--- config.mk ---
export PLATFORM = sky130hd
export DESIGN_NAME = alu_seq
export DESIGN_NICKNAME = d
export VERILOG_FILES = /design/src/rtl/alu_pkg.sv /design/src/rtl/seq_mul.sv /design/src/rtl/alu_seq.sv
export SDC_FILE = /design/constraint.sdc
export NUM_CORES = 1
export LEC_CHECK = 0
export ABC_AREA = 1
export CAP_MARGIN = 20
export CORE_MARGIN = 2
export CORE_UTILIZATION = 50
export CTS_CLUSTER_DIAMETER = 30
export DETAILED_ROUTE_END_ITERATION = 10
export PLACE_DENSITY = 0.7
export SYNTH_ARGS = -nofsm -noshare
export SYNTH_HDL_FRONTEND = slang
export SYNTH_SLANG_ARGS = --single-unit
export TNS_END_PERCENT = 30
--- constraint.sdc ---
create_clock -name clk -period 7.65 [get_ports clk]
set_clock_uncertainty 0.15 [all_clocks]
set_input_delay 1.1475 -clock clk [delete_from_list [all_inputs] [get_ports clk]]
set_output_delay 1.1475 -clock clk [all_outputs]
set_load 0.01 [all_outputs]
--- src/rtl/alu_pkg.sv ---
// Shared opcode and state encodings for the sequential ALU and its multiplier.
// The opcodes 0-5 keep the encoding used by the original combinational ALU.
package alu_pkg;

    localparam logic [2:0] OP_ADD  = 3'd0;
    localparam logic [2:0] OP_SUB  = 3'd1;
    localparam logic [2:0] OP_PASS = 3'd2;
    localparam logic [2:0] OP_ZER  = 3'd3;
    localparam logic [2:0] OP_MUL  = 3'd4;
    localparam logic [2:0] OP_SHL  = 3'd5;
    localparam logic [2:0] OP_MAC  = 3'd6;
    localparam logic [2:0] OP_ACLR = 3'd7;

    typedef enum logic [1:0] {
        S_IDLE = 2'd0,
        S_MRUN = 2'd1,
        S_FIN  = 2'd2
    } state_t;

endpackage

--- src/rtl/seq_mul.sv ---
// Iterative shift-add unsigned multiplier: one partial product per cycle,
// WIDTH steps after start, full 2*WIDTH product held until the next start.
module seq_mul #(
    parameter int WIDTH = 16
) (
    input  logic                 clk,
    input  logic                 rst_n,
    input  logic                 start,
    input  logic [WIDTH-1:0]     a,
    input  logic [WIDTH-1:0]     b,
    output logic                 done,
    output logic [2*WIDTH-1:0]   product
);

    localparam int CW = $clog2(WIDTH + 1);

    logic [2*WIDTH-1:0] mcand_reg;
    logic [WIDTH-1:0]   mplier_reg;
    logic [2*WIDTH-1:0] product_reg;
    logic [CW-1:0]      count_reg;

    // The multiplicand is pre-shifted one place per step, so at each step it
    // already equals multiplicand << (WIDTH - count).
    always_ff @(posedge clk or negedge rst_n) begin
        if (!rst_n) begin
            mcand_reg   <= '0;
            mplier_reg  <= '0;
            product_reg <= '0;
            count_reg   <= '0;
        end else if (start) begin
            mcand_reg   <= {{WIDTH{1'b0}}, a};
            mplier_reg  <= b;
            product_reg <= '0;
            count_reg   <= CW'(WIDTH);
        end else if (count_reg != '0) begin
            if (mplier_reg[0]) begin
                product_reg <= product_reg + mcand_reg;
            end
            mcand_reg  <= mcand_reg << 1;
            mplier_reg <= mplier_reg >> 1;
            count_reg  <= count_reg - CW'(1);
        end
    end

    // Asserted during the final step; the product is complete after this edge.
    assign done    = (count_reg == CW'(1));
    assign product = product_reg;

endmodule

--- src/rtl/alu_seq.sv ---
// Multi-cycle ALU with registered result/flags behind valid/ready, an
// iterative multiplier for MUL/MAC and a multiply-accumulate register.
module alu_seq
    import alu_pkg::*;
#(
    parameter int WIDTH     = 16,
    parameter int ACC_WIDTH = 32,
    parameter int SHW       = $clog2(WIDTH)
) (
    input  logic                 clk,
    input  logic                 rst_n,
    input  logic                 in_valid,
    output logic                 in_ready,
    input  logic [2:0]           alu_op,
    input  logic [WIDTH-1:0]     a_bus,
    input  logic [WIDTH-1:0]     b_bus,
    output logic                 out_valid,
    input  logic                 out_ready,
    output logic [WIDTH-1:0]     c_bus,
    output logic                 flag_z,
    output logic                 flag_c,
    output logic [ACC_WIDTH-1:0] acc_out
);

    localparam logic [WIDTH-1:0] WIDTH_W = WIDTH[WIDTH-1:0];

    state_t               state_reg;
    logic [2:0]           op_reg;
    logic [WIDTH-1:0]     c_reg;
    logic                 z_reg;
    logic                 cf_reg;
    logic                 out_valid_reg;
    logic [ACC_WIDTH-1:0] acc_reg;

    logic                 accept;
    logic                 consume;
    logic                 is_long;
    logic                 mul_done;
    logic [2*WIDTH-1:0]   mul_product;

    logic [WIDTH:0]       add_full;
    logic [WIDTH:0]       sub_full;
    logic [2*WIDTH-1:0]   shl_full;
    logic [WIDTH-1:0]     short_c;
    logic                 short_cf;

    logic [ACC_WIDTH:0]   mac_sum;
    logic [WIDTH-1:0]     fin_c;
    logic                 fin_cf;

    assign in_ready = (state_reg == S_IDLE) && (!out_valid_reg || out_ready);
    assign accept   = in_valid && in_ready;
    assign consume  = out_valid_reg && out_ready;
    assign is_long  = (alu_op == OP_MUL) || (alu_op == OP_MAC);

    seq_mul #(
        .WIDTH(WIDTH)
    ) u_seq_mul (
        .clk     (clk),
        .rst_n   (rst_n),
        .start   (accept && is_long),
        .a       (a_bus),
        .b       (b_bus),
        .done    (mul_done),
        .product (mul_product)
    );

    assign add_full = {1'b0, a_bus} + {1'b0, b_bus};
    assign sub_full = {1'b0, a_bus} - {1'b0, b_bus};
    assign shl_full = {{WIDTH{1'b0}}, a_bus} << b_bus[SHW-1:0];

    always_comb begin
        short_c  = '0;
        short_cf = 1'b0;
        case (alu_op)
            OP_ADD: begin
                short_c  = add_full[WIDTH-1:0];
                short_cf = add_full[WIDTH];
            end
            OP_SUB: begin
                short_c  = sub_full[WIDTH-1:0];
                short_cf = sub_full[WIDTH];
            end
            OP_PASS: short_c = b_bus;
            OP_SHL: begin
                // Shifting by WIDTH or more pushes every set bit of A out.
                if (b_bus >= WIDTH_W) begin
                    short_cf = |a_bus;
                end else begin
                    short_c  = shl_full[WIDTH-1:0];
                    short_cf = |shl_full[2*WIDTH-1:WIDTH];
                end
            end
            default: begin
                short_c  = '0;
                short_cf = 1'b0;
            end
        endcase
    end

    assign mac_sum = {1'b0, acc_reg}
                   + {{(ACC_WIDTH + 1 - 2*WIDTH){1'b0}}, mul_product};
    assign fin_c   = (op_reg == OP_MAC) ? mac_sum[WIDTH-1:0] : mul_product[WIDTH-1:0];
    assign fin_cf  = (op_reg == OP_MAC) ? mac_sum[ACC_WIDTH]
                                        : |mul_product[2*WIDTH-1:WIDTH];

    always_ff @(posedge clk or negedge rst_n) begin
        if (!rst_n) begin
            state_reg     <= S_IDLE;
            op_reg        <= '0;
            c_reg         <= '0;
            z_reg         <= 1'b0;
            cf_reg        <= 1'b0;
            out_valid_reg <= 1'b0;
            acc_reg       <= '0;
        end else begin
            // A new result written below overrides this drop.
            if (consume) begin
                out_valid_reg <= 1'b0;
            end
            case (state_reg)
                S_IDLE: begin
                    if (accept) begin
                        op_reg <= alu_op;
                        if (is_long) begin
                            state_reg <= S_MRUN;
                        end else begin
                            c_reg         <= short_c;
                            z_reg         <= (short_c == '0);
                            cf_reg        <= short_cf;
                            out_valid_reg <= 1'b1;
                            if (alu_op == OP_ACLR) begin
                                acc_reg <= '0;
                            end
                        end
                    end
                end
                S_MRUN: begin
                    if (mul_done) begin
                        state_reg <= S_FIN;
                    end
                end
                S_FIN: begin
                    if (!out_valid_reg || out_ready) begin
                        c_reg         <= fin_c;
                        z_reg         <= (fin_c == '0);
                        cf_reg        <= fin_cf;
                        out_valid_reg <= 1'b1;
                        state_reg     <= S_IDLE;
                        if (op_reg == OP_MAC) begin
                            acc_reg <= mac_sum[ACC_WIDTH-1:0];
                        end
                    end
                end
                default: state_reg <= S_IDLE;
            endcase
        end
    end

    assign out_valid = out_valid_reg;
    assign c_bus     = c_reg;
    assign flag_z    = z_reg;
    assign flag_c    = cf_reg;
    assign acc_out   = acc_reg;

endmodule

== Word-level counts from Yosys, hierarchy flattened ==
Index checks and enable logic that the tools add are counted.

* Bitwise logic cells: 0
* Add/sub/neg operators: 5
* Divide/modulo/power cells: 0
* Eq/ne operators: 17
* Reductions and logical operators: 23
* Multiplexer cells: 43
* Magnitude comparators: 1
* Shift operators: 1
* Multipliers: 0

{| class="wikitable"
|+ Operator list
! operator !! count
|-
| 32-bit 2-to-1 mux || 10
|-
| 16-bit 2-to-1 mux || 7
|-
| 16-bit case mux with 4 select lines || 1
|-
| 32-bit case mux with 2 select lines || 1
|-
| 16-bit OR reduction || 3
|-
| 32-bit by 32-bit adder with 33-bit output || 1
|-
| 32-bit adder || 1
|-
| 16-bit logical NOT || 2
|-
| 16-bit case mux with 2 select lines || 1
|-
| 16-bit by 4-bit left shift with 32-bit output || 1
|-
| 16-bit by 16-bit adder with 17-bit output || 1
|-
| 16-bit by 16-bit subtractor with 17-bit output || 1
|-
| 16-bit by 5-bit >= comparator with 1-bit output (second input constant) || 1
|-
| 3-bit equality test (second input constant) || 5
|-
| 1-bit 2-to-1 mux || 12
|-
| 2-bit inequality test (second input constant) || 6
|-
| 5-bit 2-to-1 mux || 2
|-
| 2-bit 2-to-1 mux || 4
|-
| 4-bit AND reduction || 2
|-
| 1-bit case mux with 2 select lines || 3
|-
| 2-bit case mux with 3 select lines || 1
|-
| 6-bit AND reduction || 1
|-
| 2-bit nonzero test || 3
|-
| 5-bit by 1-bit equality test with 1-bit output (second input constant) || 1
|-
| 14 further kinds || 19
|}

* Logic and storage cells: 101
* Bits in writable memories: 0
* Bits of input ports: 39
* ROM bits: 0
* Memories kept: 0
* Register bits: 141
* Bits in latches: 0

== Longest topological paths before layout ==
* Depth after elaboration: 7
* Gate-level depth with buffers: 19

== Cells and area by module ==
A second synthesis with hierarchy kept.

* Cell total of the unflattened synthesis: 2189
* Area total of the unflattened synthesis: 13748.2 µm²

{| class="wikitable"
|+ Modules (own cells, without submodules)
! module !! sequential area each (µm²) !! instances !! area each (µm²) !! cells an instance
|-
| alu_seq || 1401.3 || 1 || 7748.7 || 1303
|-
| seq_mul || 2127.0 || 1 || 5999.5 || 886
|}

== Worst setup path before layout ==
Ideal clock, no wire load.

* Kind: input to register
* From: in b_bus[2]
* To: reg z_reg (netlist: flag_z)
* Library setup time: 0.077 ns
* Path buffers: 1
* Path slack: 4.380 ns
* Data arrival time: 3.043 ns
* Stages: 18
* Data required time: 7.423 ns
* Cell sequence: inv_1 -> clkbuf_1 -> ha_1 -> inv_1 -> nand3_1 -> nand2_1 -> nand2_1 -> nand2_1 -> nand2_1 -> nand2_1 -> nand2_1 -> nand3_1 -> nand2_1 -> nor2_1 -> nand2_1 -> nor2_1 -> nand3_1 -> a21oi_1

* Cells in the longest elaborated chain, start to end: 7
* Elaborated cells on any way between the ends: 10

{| class="wikitable"
|+ Ends and longest elaborated chain
! element !! line !! source
|-
| start, declared || alu_seq.sv:16 || <nowiki>input logic [WIDTH-1:0] b_bus,</nowiki>
|-
| 16-bit by 5-bit >= comparator with 1-bit output or 16-bit by 4-bit left shift with 32-bit output (tied branches) || alu_seq.sv:87, alu_seq.sv:70 ||
|-
| 16-bit 2-to-1 mux || alu_seq.sv:87 || <nowiki>if (b_bus >= WIDTH_W) begin</nowiki>
|-
| 16-bit case mux with 4 select lines * || alu_seq.sv:75 || <nowiki>case (alu_op)</nowiki>
|-
| 16-bit logical NOT * || alu_seq.sv:129 || <nowiki>z_reg <= (short_c == '0);</nowiki>
|-
| 1-bit 2-to-1 mux * || alu_seq.sv:125 || <nowiki>if (is_long) begin</nowiki>
|-
| 1-bit 2-to-1 mux * || alu_seq.sv:123 || <nowiki>if (accept) begin</nowiki>
|-
| 1-bit case mux with 2 select lines * || alu_seq.sv:121 || <nowiki>case (state_reg)</nowiki>
|-
| end signal, assigned || alu_seq.sv:129 ||
|-
| end signal, assigned || alu_seq.sv:146 || <nowiki>z_reg <= (fin_c == '0);</nowiki>
|-
| end, declared || alu_seq.sv:30 || <nowiki>logic z_reg;</nowiki>
|}

Mark *: on every way between the ends. The rest lies on a longest branch, timed or not. The select of a mux whose other input is x is not followed.
A chain may end at the register's enable or synchronous reset.

== Final worst setup path ==
* From: in out_ready
* To: reg u_seq_mul.product_reg[29] (netlist: u_seq_mul.product[29])

* Cells in the longest elaborated chain, start to end: 6
* Elaborated cells on any way between the ends: 8

{| class="wikitable"
|+ Ends and longest elaborated chain
! element !! line !! source
|-
| start, declared || alu_seq.sv:18 || <nowiki>input logic out_ready,</nowiki>
|-
| 1-bit logical OR * || alu_seq.sv:51 || <nowiki>assign in_ready = (state_reg == S_IDLE) && (!out_valid_reg || out_ready);</nowiki>
|-
| 1-bit logical AND * || alu_seq.sv:51 ||
|-
| 1-bit logical AND * || alu_seq.sv:52 || <nowiki>assign accept = in_valid && in_ready;</nowiki>
|-
| 1-bit logical AND * || alu_seq.sv:61 || <nowiki>.start (accept && is_long),</nowiki>
|-
| 2-bit nonzero test (no line) || - ||
|-
| 2-bit AND reduction (no line) || - ||
|-
| end signal, assigned || seq_mul.sv:37 || <nowiki>product_reg <= product_reg + mcand_reg;</nowiki>
|-
| end, declared || seq_mul.sv:19 || <nowiki>logic [2*WIDTH-1:0] product_reg;</nowiki>
|}

Mark *: on every way between the ends. The rest lies on a longest branch, timed or not.

==> summary.md <==
| Metric | Value |
|---|---|
| Normalized max-slew margin | 0.3418 |
| Initial Util | 0.5060 |
| Antenna violations before repair | 0 |
| Min-delay src | c_bus[9]$_DFFE_PN0P_ |
| Worst slew pin tran | 985.8 ps |
| Seq pwr share | 0.289 |
| GR Overflow Total | 0 |
| Routed wire per std cell | 17.72 um |
| Antenna Nets Post-Route | 0 |
| Switching Fraction | 0.4762 |
| Net switching power | roughly 2.1 mW |
| Met1 Wirelength | roughly 18000 um |
| Port buffer count | 90 |
| Area of the multi-input gates | 8056 um^2 |
| Cts-stage hold buffer count | 0 |
| R2R cell count | 11 |
| CTS max path bufs | 2 |
| Top_reg_cell synth | dfrtp_1 |
| Design Area, Final | between 10000 and 15000 um^2 |
| Setup bufs post-CTS | 0 |
| Vias in the first global route | 13.08k |
| Routed wl met2 | 20300 um |
| Netlist cell types | 46 |
| Setup violators final | 0 |
| Number of max-cap violations | 0 |
| Hold Crit Depth | 2 |
| Layout area overhead | 13.90% |
| Worst Setup SP | out_ready |
| Synth Net Count | 2139 |
| Max Used Layer | met4 |
| P_leak | 7.457 nW |
| Place WS | 2854 ps |
| Iteration-0 DRC Markers | 1134 |
| Layout cell share with drive strength beyond 1 | 0.03084 |
| Critical path fanouts, max | 62 |
| H-tree levels | 4 |
| Clock Pin Slew Worst Setup and Hold Paths | roughly 70 ps |
| Tmin final | 4412 ps |
| Syn_area_per_cell | 6.348 um^2 |
| Post-CTS Resized | 0 |
| Kind of critical path | input pin to flip-flop |
| # DRC | 0 |
| Synth Warn # | 0 |
| Clock root buffer | clkbuf_16 |
| Reg-to-reg startpoint | u_seq_mul.count_reg[0]$_DFFE_PN0P_ |
| FMAX | 226.7 MHz |
| Async S/R FF share, synth | 1.000 |
| Fin. max-slew vios | 0 |
| CTS buffer count | 17 |
| Vias | 13.66k |
| Total iterations of the first detailed-routing run | 5 |
| Critical path arrival | 4600 ps |
| Status | finished clean |
| Clk sinks | 141 |
| Routed WL | 42610 um |
| Mapped cell area | 12670 um^2 |
| Worst-Skew Late Latency | 440 ps |
| Post-synthesis sequential area ratio | 0.2785 |
| Hold slack | 330.2 ps |
| Die W | 163.2 um |
| Num rows | 58 |
| Combinational share of power | 0.513 |
| Placed cell area | roughly 14000 um^2 |
| Crit. End Element | flip-flop |
| First-pass GRT wire length | between 60000 and 70000 um |
| Number of diodes | 0 |
| Post-synthesis register bit count | 141 |
| CP Data Required Time | 7840 ps |
| Peak VDD IR | 143.9 uV |
| TritonCTS clock tree | done |
| Setup TNS | 0 ps |
| GRT Util Overall | 0.3251 |
| Core Box Area | 25040 um^2 |
| DIE AREA | 26630 um^2 |
| Layout Nets | between 2k and 2.5k |
| CP startpoint kind | input pin |
| Post-detail-place hpwl | 33870 um |
| Layout fillers | 2540 |
| Met3 wire len | 2304 um |
| RePlAce Congestion | 1.018 |
| Power Dens Cells | 299.0 nW/um^2 |
| Io pins | 91 |
| Worst setup margin | roughly 3200 ps |
| Unrepaired setup endpoints after global routing | no |
| Final hold vios | 0 |
| Die height | ~160 um |
| Worst Hold Class | flip-flop to flip-flop |
| Gate count after technology mapping | around 2k |
| Share of total power in the clock network | 0.198 |
| Core Util, Final | 0.5764 |
| Post-synth EDFFs | 0 |
| Internal | 2.260 mW |
| Reg area | 3528 um^2 |
| Final worst-path cycle share | 0.5767 |
| Vias per cell | 5.678 |
| Largest net degree at the start of global routing | 74 |
-- final timing paths --
check                           slack [ps]                                   to
worst max-delay path                  3240    u_seq_mul.product[29]$_DFFE_PN0P_
worst min-delay path                   330                 c_bus[9]$_DFFE_PN0P_
worst max register to register        3910    u_seq_mul.product[29]$_DFFE_PN0P_
worst min register to register         330                 c_bus[9]$_DFFE_PN0P_
max in group asynchronous             5380  u_seq_mul.mcand_reg[29]$_DFFE_PN0P_
min in group asynchronous              590               acc_out[8]$_DFFE_PN0P_
-- stage by stage --
| step | instances | power (mW) |
|---|---|---|
| after CTS | 2405 | 4.304 |
| after global placement | 2373 | 3.398 |
| after detailed placement | 2373 | 3.434 |
| after floorplan | 1996 | 2.711 |
| final | 2405 | 4.315 |
| after global routing | 2405 | 4.657 |
-- cell usage in the layout, fill, tap and decap left out, drive strengths merged, types with 12 or more instances in the layout --
cell / synthesis / routed
dfrtp: 141 / 141
inv: 229 / 230
nand4: 21 / 21
buf: 13 / 12
ha: 100 / 100
nor2: 198 / 198
and2: 13 / 13
clkbuf: 41 / 19
clkdlybuf4s50: 0 / 89
nor3: 19 / 19
nand2: 619 / 619
o211ai: 20 / 20
o21ai: 143 / 143
a21oi: 140 / 140
nand3: 190 / 190
-- critical path: stages --
cell             delay, ps
clkdlybuf4s50_1        400
nor2_1                 230
nor3_4                  60
nand2_2                170
nor2_2                  50
buf_4                  220
inv_2                  760
nand2_1                570
inv_1                  720
nand2_1                120
o21ai_0                120
-- final cells by class --
class	instances	share of cell area
clock inverters	13	0.009884
repair buffers	101	0.06823
multi-input cells	1571	0.5583
clock buffers	19	0.03069
inverters	230	0.05982
flip-flops and latches	141	0.2445
well taps	330	0.02861
-- cells by family after synthesis --
logic type      Yosys count  share of synthesized area
simple gates           1082                     0.3559
compound gates          375                     0.1678
buf+inv                 284                    0.08582
flops                   141                     0.2785
fa+ha+maj               104                     0.1051
xor+xnor                 10                   0.006913
-- layer usage --
metal / global-route usage / vias up
met3: 0.04520 / 105
li1: - / 6765
met5: 0 / -
met1: 0.4093 / 6324
met2: 0.5562 / 462
met4: 0.1404 / 0
-- cell usage after synthesis, drive strengths merged, types with 2 or more instances --
master,number,area [um^2]
nand2,619,2326
inv,229,859.6
nor2,198,753.2
nand3,190,950.9
o21ai,143,715.7
dfrtp,141,3528
a21oi,140,704.4
ha,100,1251
clkbuf,41,153.9
nand4,21,131.4
o211ai,20,150.1
nor3,19,117.6
and2,13,81.33
buf,13,70.06
a21o,11,82.58
o31ai,10,75.07
nand3b,9,67.56
o22ai,9,56.30
a32o,8,80.08
o21bai,8,60.06
a31oi,7,43.79
o221ai,7,61.31
xor2,7,61.31
nor4,6,37.54
or2,6,37.54
fa,4,80.08
a21boi,3,22.52
xnor2,3,26.28
a211oi,2,15.01
o21a,2,15.01
-- power by group through the flow --
stage	Sequential (mW)	Combinational, mW	Clock, mW
2_1_floorplan	1.18	1.53	0
4_1_cts	1.24	2.20	0.866
6_report	1.25	2.21	0.854
5_1_grt	1.27	2.49	0.899
3_3_place_gp	1.25	2.15	0
3_5_place_dp	1.25	2.18	0
Power figures use the tool's default switching activity.
